==> src/rtl/wide_add_pkg.sv <==
// Shared types for the word-serial wide adder.
// Slice width and FSM state encoding.
package wide_add_pkg;

  localparam int WORD_W = 32;

  typedef enum logic [1:0] {
    IDLE = 2'b00,
    RUN  = 2'b01,
    DONE = 2'b10
  } state_t;

endpackage

==> src/rtl/wide_add_seq.sv <==
// Word-serial wide adder driving an external shared Cla_32.
// Optional subtract mode: define WIDE_ADD_SUB_EN.
module wide_add_seq
  import wide_add_pkg::*;
#(
  parameter int NWORDS = 4,
  parameter int IDX_W  = $clog2(NWORDS)
) (
  input  logic                     clk,
  input  logic                     rst,
  input  logic                     in_valid,
  output logic                     in_ready,
  input  logic [WORD_W*NWORDS-1:0] in_a,
  input  logic [WORD_W*NWORDS-1:0] in_b,
  input  logic                     in_cin,
`ifdef WIDE_ADD_SUB_EN
  input  logic                     in_sub,
`endif
  output logic                     out_valid,
  input  logic                     out_ready,
  output logic [WORD_W*NWORDS-1:0] out_sum,
  output logic                     out_cout,
  output logic [WORD_W-1:0]        cla_x,
  output logic [WORD_W-1:0]        cla_y,
  output logic                     cla_cin,
  input  logic [WORD_W-1:0]        cla_sum,
  input  logic                     cla_c32
);

  localparam int W = WORD_W * NWORDS;
  localparam logic [IDX_W-1:0] LAST = IDX_W'(NWORDS - 1);

  state_t           state;
  logic [IDX_W-1:0] idx;
  logic             carry_q;
  logic [W-1:0]     a_q;
  logic [W-1:0]     b_q;
  logic [W-1:0]     res_q;
  logic             seed;
  logic [WORD_W-1:0] a_word;
  logic [WORD_W-1:0] y_word;
  logic             run;

`ifdef WIDE_ADD_SUB_EN
  logic sub_q;
  assign seed = in_sub ? 1'b1 : in_cin;
`else
  assign seed = in_cin;
`endif

  always_comb begin
    a_word = a_q[WORD_W*idx +: WORD_W];
`ifdef WIDE_ADD_SUB_EN
    y_word = sub_q ? ~b_q[WORD_W*idx +: WORD_W]
                   : b_q[WORD_W*idx +: WORD_W];
`else
    y_word = b_q[WORD_W*idx +: WORD_W];
`endif
  end

  // Adder inputs are held at zero outside RUN.
  assign run       = (state == RUN);
  assign cla_x     = run ? a_word : '0;
  assign cla_y     = run ? y_word : '0;
  assign cla_cin   = run & carry_q;

  assign in_ready  = (state == IDLE);
  assign out_valid = (state == DONE);
  assign out_sum   = out_valid ? res_q : '0;
  assign out_cout  = out_valid & carry_q;

  always_ff @(posedge clk) begin
    if (rst) begin
      state   <= IDLE;
      idx     <= '0;
      carry_q <= 1'b0;
      a_q     <= '0;
      b_q     <= '0;
      res_q   <= '0;
`ifdef WIDE_ADD_SUB_EN
      sub_q   <= 1'b0;
`endif
    end else begin
      unique case (state)
        IDLE: begin
          if (in_valid) begin
            a_q     <= in_a;
            b_q     <= in_b;
            carry_q <= seed;
            idx     <= '0;
            state   <= RUN;
`ifdef WIDE_ADD_SUB_EN
            sub_q   <= in_sub;
`endif
          end
        end
        RUN: begin
          res_q[WORD_W*idx +: WORD_W] <= cla_sum;
          carry_q <= cla_c32;
          if (idx == LAST) state <= DONE;
          else idx <= idx + IDX_W'(1);
        end
        DONE: begin
          if (out_ready) state <= IDLE;
        end
        default: state <= IDLE;
      endcase
    end
  end

endmodule

==> config.mk <==
export PLATFORM = sky130hd
export DESIGN_NAME = wide_add_seq
export DESIGN_NICKNAME = d
export VERILOG_FILES = /design/src/rtl/wide_add_pkg.sv /design/src/rtl/wide_add_seq.sv
export SDC_FILE = /design/constraint.sdc
export NUM_CORES = 1
export LEC_CHECK = 0
export ABC_AREA = 1
export CAP_MARGIN = 25
export CORE_ASPECT_RATIO = 1.4
export CORE_MARGIN = 8
export CORE_UTILIZATION = 52
export DETAILED_ROUTE_END_ITERATION = 8
export HOLD_SLACK_MARGIN = 0.12
export PLACE_DENSITY = 0.85
export SLEW_MARGIN = 20
export SYNTH_ARGS = -nofsm -noshare
export SYNTH_HDL_FRONTEND = slang
export SYNTH_SLANG_ARGS = --single-unit
==> constraint.sdc <==
create_clock -name clk -period 3.25 [get_ports clk]
set_clock_uncertainty 0.1 [all_clocks]
set_input_delay 0.65 -clock clk [delete_from_list [all_inputs] [get_ports clk]]
set_output_delay 0.65 -clock clk [all_outputs]
set_load 0.01 [all_outputs]
# Word level (Yosys, flattened, before mapping)
# Cells that the tools add are included.
dict set report totals {
  reg_bits 389
  input_bits 294
  word_cells 40
  output_inout_bits 196
}
dict set report classes {
  shift 4
  eq_ne 7
  n_reduce_logical 6
  n_bitwise 2
  muxes 13
  add_sub_neg 2
}
# operator n
set op_table {}
lappend op_table {{128-bit by 8-bit variable part select with 32-bit output} 2}
lappend op_table {{128-bit bitwise mux} 1}
lappend op_table {{128-bit two-way mux} 1}
lappend op_table {{32-bit by 34-bit variable shift with 128-bit output (first input constant)} 1}
lappend op_table {{32-bit by 34-bit variable part select with 128-bit output} 1}
lappend op_table {{32-bit two-way mux} 2}
lappend op_table {{7-bit negation with 34-bit output} 1}
lappend op_table {{2-bit two-way mux} 5}
lappend op_table {{2-bit one-hot mux with 3 select lines} 1}
lappend op_table {{3-bit AND reduction} 2}
lappend op_table {{2-bit equality test (second input constant)} 2}
lappend op_table {{2-bit by 1-bit inequality test with 1-bit output (second input constant)} 2}
lappend op_table {{2-bit inequality test (second input constant)} 2}
lappend op_table {{2-bit one-hot mux with 2 select lines} 1}
lappend op_table {{2-bit AND reduction} 2}
lappend op_table {{2-bit by 1-bit adder with 2-bit output (second input constant)} 1}
lappend op_table {{1-bit AND} 2}
lappend op_table {{2-bit by 1-bit equality test with 1-bit output (second input constant)} 1}
lappend op_table {{2-bit logical NOT} 1}
lappend op_table {{1-bit one-hot mux with 2 select lines} 1}
lappend op_table {{2-bit nonzero test} 1}
lappend op_table {{1-bit two-way mux} 1}

# Longest topological paths before layout
# Gate-level depths: netlist of the first run.
dict set report logic_depth {
  word_depth 3
  depth_mapped 12
  ltp_nobuf 7
}

# Worst setup path before layout of the first run
# No wires, ideal clock.
dict set report synth_path {
  path_type {register -> register}
  startpoint {reg idx[0]}
  endpoint {reg res_q[108]}
  stages_incl_launch_ff 11
  setup_ns 0.132
  t_required_ns 3.018
  arrival_ns 1.849
  path_slack_ns 1.169
  period_less_slack_ns 2.081
  path_buffers 5
  cell_sequence {dfxtp_1 > inv_2 > buf_2 > buf_6 > buf_2 > ha_1 > buf_2 > clkbuf_1 > nor3_2 > nand2_1 > a21oi_1}
}
dict set report synth_via {
  elab_chain_len 3
  elab_cells_between_ends 4
  classes_between {1 x add/sub; 2 x shift; 1 x mux}
}
# element line_no
set synth_rtl {}
lappend synth_rtl {{from (decl)} wide_add_seq.sv:34} ;# logic [IDX_W-1:0] idx;
lappend synth_rtl {{from (signal assigned)} wide_add_seq.sv:101} ;# else idx <= idx + IDX_W'(1);
lappend synth_rtl {{7-bit negation with 34-bit output *} wide_add_seq.sv:98} ;# res_q[WORD_W*idx +: WORD_W] <= cla_sum;
lappend synth_rtl {{32-bit by 34-bit variable part select with 128-bit output / 32-bit by 34-bit variable shift with 128-bit output (equally long branches)} wide_add_seq.sv:98}
lappend synth_rtl {{128-bit bitwise mux *} wide_add_seq.sv:98}
lappend synth_rtl {{to (signal, indexed assignment)} wide_add_seq.sv:98}
lappend synth_rtl {{to (decl)} wide_add_seq.sv:38} ;# logic [W-1:0] res_q;
# Every way passes the cells marked *; elsewhere a longest branch is shown, timed or not.
# A chain may end at the register's enable or synchronous reset.

# Final worst setup path of the first run
dict set report layout_path {
  startpoint {reg state[1]}
  endpoint {out cla_y[8]}
}
dict set report layout_via {
  elab_chain_len 2
}
# element line_no
set layout_rtl {}
lappend layout_rtl {{from (decl)} wide_add_seq.sv:33} ;# state_t state;
lappend layout_rtl {{from (signal assigned)} wide_add_seq.sv:74} ;# state <= IDLE;
lappend layout_rtl {{from (signal assigned)} wide_add_seq.sv:91} ;# state <= RUN;
lappend layout_rtl {{from (signal assigned)} wide_add_seq.sv:100} ;# if (idx == LAST) state <= DONE;
lappend layout_rtl {{2-bit by 1-bit equality test with 1-bit output} wide_add_seq.sv:62} ;# assign run = (state == RUN);
lappend layout_rtl {{32-bit two-way mux} wide_add_seq.sv:64} ;# assign cla_y = run ? y_word : '0;
lappend layout_rtl {{to (decl)} wide_add_seq.sv:24} ;# output logic [WORD_W-1:0] cla_y,
# Every way passes these cells.

==> flow_metrics.py, run 1 <==
metrics = {
    "run_status": {
        "status": "finished clean",
    },
    "synthesis": {
        "post-synth-top-count-cell": "nor2_1",
        "avgSynthCellArea_um2": 6.62,
        "synthMuxAreaShare_pct": 0,
        "syn_inst": 2634,
        "synth_fa_ha_area_share_pct": 0.359,
        "ys_types": 25,
        "synth-xor-area-share_pct": 0,
        "synth_top_cell_area_share_pct": 44.6,
        "synth_async_sr_flop_share_pct": 0,
        "synth-compound-area-share_pct": 16.7,
        "synth_simple_gate_area_share_pct": 29.1,
        "netlist_top_cells_area": "dfxtp_1 45%, nor2_1 22%, o21ai_0 12%, a21oi_1 4.7%, nand2_1 4.4%",
        "synth_edf_count": 0,
        "syn_nets": 2933,
        "syn_area_um2": 17400,
        "synth_ff_type": "dfxtp_1",
        "ys_warn_count": 0,
        "synth_top_cell_by_area": "dfxtp_1",
        "ys_seq_area_share_pct": 44.6,
        "synth_top_family_by_area": "simple AND/OR/NAND/NOR gates",
        "synth_commonest_cells": "1,000 x nor2_1, 413 x o21ai_0, 389 x dfxtp_1, 205 x nand2_1, 167 x inv_1",
        "ys_seq_elements": 389,
    },
    "setup_path": {
        "r2r_cells": 7,
        "path_class": "flip-flop to output pin",
        "critPathMostFrequentCell": "buf_4",
        "reg2reg_setup_slack_ns": 0.39,
        "critPathCaptureType": "output pin",
        "r2r_end": "res_q[33]$_SDFFE_PP0P_",
        "path_max_fanout": 15,
        "slowest_stage": "clkdlybuf4s50_1",
        "path_cells": "inv_2, nand2_2, buf_4, buf_4, a21oi_1, clkdlybuf4s50_1",
        "cp.required_ns": 2.50,
        "cp.arrival_ns": 2.46,
        "slowest_delay_ns": 0.60,
        "path_buf_inv": 4,
        "start_kind": "flip-flop",
        "crit_family": "buffers and inverters",
        "rr_startpoint": "idx[0]$_SDFFE_PP0P_",
    },
    "layout": {
        "finish.utilization_pct": 72.4,
        "layout.nets": 3311,
        "final_cell_area_um2": 24000,
        "final_cells": 3494,
        "synthToLayoutAreaGrowth_pct": 37.4,
        "drive_gt1_share_pct": 5.56,
    },
    "placed_design": {
        "numPortBuffers": 489,
        "globalplace.congestion": 0.963,
        "place_inst": 3411,
        "post-place-ws_ns": 0.401,
        "dp_hpwl_mm": 46.2,
        "placed_area_um2": 22500,
    },
    "power_and_ir_drop": {
        "powerDensity_nw_per_um2": 492,
        "total_power_mw": 11.8,
        "p_leak_nw": 9.09,
        "pwr-share-seq_pct": 44.6,
        "p_clk_share_pct": 37.2,
        "p_sw_mw": 3.26,
        "pwr-share-comb_pct": 18.2,
        "p_int_mw": 8.54,
        "p_sw_share_pct": 27.6,
        "vdd_drop_max_v": 0.000374,
    },
    "floorplan": {
        "die_area_um2": 39700,
        "core_um2": 33100,
        "row_count": 79,
        "die_h_um": 233,
        "boundaryPins": 490,
        "start_util_pct": 52.7,
        "die_w_um": 171,
    },
    "timing": {
        "setup_slack_ns": 0.0393,
        "tightest_slew_ns": 1.06,
        "slew_viol_final": 0,
        "fmax_mhz": 311,
        "period_share_pct": 98.8,
        "finalSetupViolCount": 0,
        "holdWs_ns": 0.367,
        "tns_ns": 0,
        "fin_crit_ns": 3.21,
        "relSlewSlack_pct": 29.3,
        "timing.final.hold_violations": 0,
    },
    "job": {
        "cap_violations": 0,
    },
    "drt": {
        "wl_met3_mm": 6.40,
        "routed.top_layer": "met5",
        "wl_met2_mm": 30.9,
        "vias_per_cell": 5.42,
        "wl_mm": 64.9,
        "drc_errors": 0,
        "vias": 18900,
        "wl_per_cell_um": 18.6,
        "wl_met1_mm": 23.5,
        "drt-initial-drc-count": 2162,
        "ant_nets": 0,
        "first_pass_iters": 5,
    },
    "hold_path": {
        "min_delay_path_depth": 2,
        "holdPathEnd": "res_q[109]$_SDFFE_PP0P_",
        "hp-start": "res_q[109]$_SDFFE_PP0P_",
        "hold_class": "flip-flop to flip-flop",
    },
    "cts": {
        "postCtsHoldBufs": 0,
        "cts.clk_slew.worst_paths_ns": 0.07,
        "cts_made_buffers": 37,
        "cts_tree": "built",
        "insertion_delay_ns": 0.53,
        "ctsHtreeMaxLevel": 2,
        "clockBufferDepth": 3,
        "root_buffer": "clkbuf_16",
        "cts_sinks": 389,
    },
    "global_routing": {
        "grt_pass1_vias": 18300,
        "track_usage_pct": 31.3,
        "overflow": 0,
        "antenna_found_initial": 16,
        "grt_start_max_net_pins": 100,
        "grt_pass1_wl_mm": 98.6,
    },
}
[flip-flops by register name (all words and copies together), names as in the netlist]
register and cells:
idx 2, res_q 128, b_q 128, state 2
carry_q 1, a_q 128
[worst max-delay path by stage]
| stage | from | end | depth (start not counted) |
|---|---|---|---|
| after floorplan | idx[0]$_SDFFE_PP0P_ | res_q[108]$_SDFFE_PP0P_ | 10 |
| after global placement | idx[0]$_SDFFE_PP0P_ | cla_y[19] | 5 |
| after global routing | state[1]$_SDFFE_PP0P_ | cla_x[26] | 6 |
| after CTS | idx[0]$_SDFFE_PP0P_ | cla_x[20] | 5 |
| after detailed placement | state[1]$_SDFFE_PP0P_ | out_sum[51] | 6 |
| final | state[1]$_SDFFE_PP0P_ | cla_y[8] | 6 |
[power groups by stage]
| stage | registers [mW] | clock network (mW) | logic (mW) |
|---|---|---|---|
| 2_1_floorplan | 5.30 | 0 | 1.20 |
| 3_3_place_gp | 5.35 | 0 | 2.04 |
| 3_5_place_dp | 5.36 | 0 | 2.07 |
| 4_1_cts | 5.26 | 4.41 | 2.11 |
| 5_1_grt | 5.29 | 4.61 | 2.36 |
| 6_report | 5.26 | 4.39 | 2.14 |
[routing by layer]
metal	GRT usage, %	vias up
met5	0	-
met4	19.5	10
met3	8.16	212
met2	53.2	1016
met1	34.4	8666
li1	-	9031
[cell families after synthesis]
group,count (synthesis)
AND/OR/NAND/NOR,1281
AO/OA/AOI/OAI,582
flip-flops,389
buffers and inverters,377
adder cells (fa/ha/maj),5
[tightest hold or removal path: stages, from the launching register on]
cell and delay, ns:
dfxtp_1 0.31, nand2_1 0.06, a21oi_1 0.05
[layout make-up]
type	instances	area, µm²
fillers	2673	9150
multi-input cells	1868	8110
flip-flops and latches	389	7790
repair buffers	542	5590
clock buffers	54	1080
inverters	173	674
well taps	445	557
clock inverters	11	135
diodes	11	27.5
repair inverters	1	5.00
[layout by cell type, fill, tap and decap left out, types with 3 or more instances in the layout]
cell                n
nor2_2              3
dfxtp_1           386
nand3_2             3
clkdlybuf4s50_1   465
buf_6               4
a21oi_2             7
nor2_1           1000
clkbuf_1            8
o21ai_1             6
clkbuf_8            9
buf_4              31
dlygate4sd2_1       4
ha_1                4
nor2_4              3
clkinv_2            7
bufinv_16           3
inv_1             165
diode_2            11
buf_12             16
nor3_2             28
a21oi_1           157
nand3_1             3
o21ai_0           411
dlymetal6s2s_1     19
clkbuf_16          38
nor3_1             34
nand2_1           204
[timing repair]
| action | 4_1_cts | 5_1_grt |
|---|---|---|
| hold endpoints to repair | 0 | 0 |
| cloned | 1 | 2 |
| setup buffers | 2 | 2 |
| gates resized for setup | 14 | 27 |
| setup endpoints to repair | 137 | 79 |
| pin swaps | 1 | 3 |
Power figures use the tool's default switching activity.
==> inputs of run 2 (changes only) <==
Settings changed: PLACE_DENSITY 0.85 to 0.95.
==> flow_metrics.py, run 2 (same netlist as run 1, synthesis figures left out) <==
metrics = {
    "power_and_ir_drop": {
        "vdd_drop_max_v": 0.000412,
        "p_leak_nw": 8.86,
        "powerDensity_nw_per_um2": 504,
        "total_power_mw": 12.1,
        "p_int_mw": 8.71,
        "pwr-share-comb_pct": 18.0,
        "p_sw_share_pct": 28.0,
        "p_sw_mw": 3.39,
        "pwr-share-seq_pct": 43.5,
        "p_clk_share_pct": 38.4,
    },
    "cts": {
        "cts_made_buffers": 37,
        "clockBufferDepth": 3,
        "cts_tree": "built",
        "root_buffer": "clkbuf_16",
        "cts.clk_slew.worst_paths_ns": 0.07,
        "insertion_delay_ns": 0.54,
        "cts_sinks": 389,
        "ctsHtreeMaxLevel": 2,
    },
    "timing": {
        "fmax_mhz": 310,
        "timing.final.hold_violations": 0,
        "tightest_slew_ns": 1.07,
        "slew_viol_final": 0,
        "period_share_pct": 99.1,
        "finalSetupViolCount": 0,
        "holdWs_ns": 0.366,
        "fin_crit_ns": 3.22,
        "relSlewSlack_pct": 29.0,
        "setup_slack_ns": 0.0280,
        "tns_ns": 0,
    },
    "placed_design": {
        "placed_area_um2": 22400,
        "numPortBuffers": 489,
        "post-place-ws_ns": 0.471,
        "place_inst": 3402,
        "dp_hpwl_mm": 45.7,
        "globalplace.congestion": 0.980,
    },
    "drt": {
        "ant_nets": 0,
        "drt-initial-drc-count": 2491,
        "wl_per_cell_um": 19.3,
        "vias_per_cell": 5.63,
        "first_pass_iters": 9,
        "wl_mm": 67.5,
        "drc_errors": 0,
        "vias": 19700,
    },
    "global_routing": {
        "grt_pass1_wl_mm": 101,
        "grt_start_max_net_pins": 131,
        "antenna_found_initial": 18,
        "track_usage_pct": 32.1,
        "overflow": 0,
        "grt_pass1_vias": 19300,
    },
    "floorplan": {
        "die_h_um": 233,
        "core_um2": 33100,
        "row_count": 79,
        "start_util_pct": 52.7,
        "boundaryPins": 490,
        "die_area_um2": 39700,
        "die_w_um": 171,
    },
    "hold_path": {
        "hold_class": "flip-flop to flip-flop",
    },
    "layout": {
        "mostFrequentLayoutCell": "nor2_1",
        "most-common-layout-cells": "999 x nor2_1, 483 x clkdlybuf4s50_1, 407 x o21ai_0, 385 x dfxtp_1, 204 x nand2_1",
        "final_cells": 3494,
        "finish.utilization_pct": 72.6,
        "reg_top3": "a_q (128), b_q (128), res_q (128)",
        "layout.nets": 3303,
        "final_cell_area_um2": 24000,
        "synthToLayoutAreaGrowth_pct": 37.7,
        "fillCellCount": 2321,
        "drive_gt1_share_pct": 5.34,
    },
    "job": {
        "cap_violations": 0,
    },
    "run_status": {
        "status": "finished clean",
    },
    "setup_path": {
        "path_max_fanout": 25,
        "critPathCaptureType": "output pin",
        "path_class": "flip-flop to output pin",
        "cp.arrival_ns": 2.47,
        "cp.required_ns": 2.50,
        "start_kind": "flip-flop",
    },
}
run 2: changes by cell type in the layout (fill, tap and decap cells not counted), sizes merged:
cell,change
bufinv,+2
clkdlybuf4s50,+18
diode,+5
buf,-8
clkinvlp,+4
bufbuf,-1
dlygate4sd2,-4
dlymetal6s2s,-14
clkbuf,-3
inv,+1
run 2: routing by layer:
layer	global-route usage [%]	up-vias	wire, µm
li1	-	9018	-
met1	34.5	8851	22800
met2	53.8	1472	31200
met3	8.55	324	8240
met4	22.8	4	5280
met5	0	-	19
run 2: what timing repair did:
action                     CTS  global route
gates cloned                 1             3
setup endpoints to repair   36            75
hold endpoints to repair     0             0
resized for setup            4            20
hold buffers                 0             0
setup buffers                0             4
run 2: cell type report:
type                    count  area [µm²]  area share (%)
multi-input cells        1868        8080            33.6
flip-flops and latches    389        7790            32.4
repair buffers            535        5560            23.2
clock buffers              49        1050            4.39
inverters                 173         689            2.87
well taps                 445         557            2.32
clock inverters            19         245            1.02
diodes                     16        40.0           0.167
run 2: final timing paths:
check / slack [ns] / start / cells past startpoint / end
min: 0.37 / res_q[46]$_SDFFE_PP0P_ / 2 / res_q[46]$_SDFFE_PP0P_
min reg2reg: 0.37 / res_q[46]$_SDFFE_PP0P_ / 2 / res_q[46]$_SDFFE_PP0P_
max reg2reg: 0.43 / idx[0]$_SDFFE_PP0P_ / 9 / res_q[18]$_SDFFE_PP0P_
max: 0.03 / idx[0]$_SDFFE_PP0P_ / 7 / cla_x[17]
run 2: power by group through the flow:
stage / sequential (mW) / combinational [mW] / clock (mW)
floorplan: 5.30 / 1.20 / 0
global placement: 5.35 / 2.01 / 0
detailed placement: 5.37 / 2.06 / 0
CTS: 5.26 / 2.10 / 4.66
global route: 5.30 / 2.37 / 4.85
finish: 5.27 / 2.18 / 4.65
run 2: worst max-delay path, stage by stage, from the launching register on:
cell,delay [ns]
dfxtp_4,0.40
buf_12,0.15
buf_16,0.18
nor2_1,0.07
nor2_1,0.11
o21ai_0,0.11
a21oi_1,0.30
clkdlybuf4s50_1,0.62
==> inputs of run 3 (changes only) <==
Settings changed: CORE_AREA set to 2 2 192 194, CORE_ASPECT_RATIO 1.4 to not set, CORE_MARGIN 8 to not set, CORE_UTILIZATION 52 to not set, DIE_AREA set to 0 0 194 196, PLACE_DENSITY 0.95 to 0.91.
==> flow_metrics.py, run 3 (same netlist as run 1, synthesis figures left out) <==
metrics = {
    "timing": {
        "setup_slack_ns": 0.0455,
        "fmax_mhz": 312,
        "finalSetupViolCount": 0,
        "fin_crit_ns": 3.20,
        "slew_viol_final": 0,
        "period_share_pct": 98.6,
        "tightest_slew_ns": 0.720,
        "relSlewSlack_pct": 52.0,
        "timing.final.hold_violations": 0,
    },
    "global_routing": {
        "grtUsageMet1_pct": 35.5,
        "track_usage_pct": 30.3,
        "gr-usage-met3_pct": 7.08,
        "antenna_found_initial": 6,
        "grt_pass1_vias": 18000,
        "grt-busiest-layer": "met2",
        "grt_pass1_wl_mm": 93.7,
        "overflow": 0,
        "use_met2_pct": 52.0,
        "grt_start_max_net_pins": 137,
    },
    "drt": {
        "drc_errors": 0,
        "drt-initial-drc-count": 1754,
        "wl_per_cell_um": 17.3,
        "vias_per_cell": 5.45,
        "vias": 19200,
        "first_pass_iters": 7,
        "wl_mm": 60.9,
        "ant_nets": 0,
    },
    "cts": {
        "cts_made_buffers": 42,
        "cts_sinks": 389,
        "clockBufferDepth": 3,
        "root_buffer": "clkbuf_16",
        "cts.clk_slew.worst_paths_ns": 0.07,
        "ctsHtreeMaxLevel": 2,
        "cts_tree": "built",
        "insertion_delay_ns": 0.55,
    },
    "layout": {
        "mostFrequentLayoutCell": "nor2_1",
        "finish.utilization_pct": 66.6,
        "synthToLayoutAreaGrowth_pct": 37.8,
        "most-common-layout-cells": "999 x nor2_1, 482 x clkdlybuf4s50_1, 412 x o21ai_0, 385 x dfxtp_1, 204 x nand2_1",
        "reg_top3": "a_q (128), b_q (128), res_q (128)",
        "fillCellCount": 2830,
        "final_cells": 3511,
        "layout.nets": 3307,
        "seq_area_um2": 7790,
        "multi_input_area_um2": 8070,
        "final_cell_area_um2": 24000,
        "drive_gt1_share_pct": 5.26,
    },
    "floorplan": {
        "die_w_um": 194,
        "row_count": 70,
        "start_util_pct": 48.3,
        "die_area_um2": 38000,
        "core_um2": 36100,
        "boundaryPins": 490,
        "die_h_um": 196,
    },
    "setup_path": {
        "slowest_delay_ns": 0.56,
        "cp.required_ns": 2.50,
        "slowest_stage": "clkdlybuf4s50_1",
        "cp.arrival_ns": 2.45,
        "rr_startpoint": "idx[0]$_SDFFE_PP0P_",
        "cp-startpoint": "idx[0]$_SDFFE_PP0P_",
        "crit_family": "buffers and inverters",
        "reg2reg_setup_slack_ns": 0.64,
        "path_cells": "buf_16, nor2_1, nor2_1, o21ai_0, a21oi_1, clkdlybuf4s50_1",
        "critPathMostFrequentCell": "nor2_1",
        "r2r_cells": 10,
        "path_class": "flip-flop to output pin",
        "critPathCaptureType": "output pin",
        "start_kind": "flip-flop",
        "path_buf_inv": 2,
        "crit_path_end": "cla_x[1]",
        "path_max_fanout": 35,
        "r2r_end": "res_q[125]$_SDFFE_PP0P_",
        "path_depth": 6,
    },
    "placed_design": {
        "globalplace.congestion": 0.986,
        "placed_area_um2": 22400,
        "place_inst": 3424,
        "dp_hpwl_mm": 40.2,
        "numPortBuffers": 489,
        "post-place-ws_ns": 0.381,
    },
    "hold_path": {
        "hold_class": "primary input to flip-flop",
    },
    "power_and_ir_drop": {
        "total_power_mw": 12.3,
        "p_leak_nw": 8.90,
        "powerDensity_nw_per_um2": 510,
        "vdd_drop_max_v": 0.000405,
    },
    "run_status": {
        "status": "finished clean",
    },
    "job": {
        "cap_violations": 0,
    },
}
run 3: cell count changes in the layout (fill, tap and decap cells not counted), moves of 5 or more:
cell      change
clkbuf_1      +7
diode_2      -12
o21ai_0       +5
o21ai_1       -5
run 3: timing repair:
item / in CTS / in global routing
buffers inserted: 1 / 4
resized for setup: 11 / 11
pin swaps: 0 / 3
endpoints found under the hold margin: 0 / 0
hold buffers: 0 / 0
gates cloned: 1 / 2
endpoints found under the setup margin: 80 / 46
run 3: final cells by class:
cell class / instances / area share, %
clock inverter: 10 / 0.630
sequential: 389 / 32.4
timing repair buffer: 534 / 22.8
inverter: 173 / 2.84
antenna: 4 / 0.0416
clock buffer: 65 / 5.24
tap: 468 / 2.44
multi-input combinational: 1868 / 33.6
run 3: worst min path at each step:
stage	from	end	slack [ns]	cells past startpoint
global route	rst	state[0]$_SDFFE_PP0P_	0.36	2
CTS	rst	idx[1]$_SDFFE_PP0P_	0.33	2
floorplan	carry_q$_SDFFE_PP0P_	carry_q$_SDFFE_PP0P_	0.34	2
finish	rst	idx[1]$_SDFFE_PP0P_	0.35	2
detailed placement	res_q[76]$_SDFFE_PP0P_	res_q[76]$_SDFFE_PP0P_	0.36	2
global placement	res_q[73]$_SDFFE_PP0P_	res_q[73]$_SDFFE_PP0P_	0.35	2
run 3: per-stage QoR:
step | hold WS, ns | setup TNS (ns)
6_report | 0.355 | 0
5_1_grt | 0.364 | -0.0270
4_1_cts | 0.331 | 0
3_5_place_dp | 0.355 | 0
3_3_place_gp | 0.352 | 0
2_1_floorplan | 0.343 | 0
run 3: metal layers:
| metal | up-vias | share of wire, % | wire length [µm] |
|---|---|---|---|
| met5 | - | 0.051 | 31 |
| met4 | 6 | 5.1 | 3120 |
| met3 | 226 | 10 | 6380 |
| met2 | 1160 | 48 | 29100 |
| met1 | 8748 | 37 | 22200 |
| li1 | 9012 | - | - |
run 3: report_power, final:
group	total, mW	internal, mW	switching (mW)	leakage (nW)
logic	2.10	0.897	1.21	5.01
clock network	4.88	2.91	1.97	0.691
registers	5.27	5.09	0.181	3.20
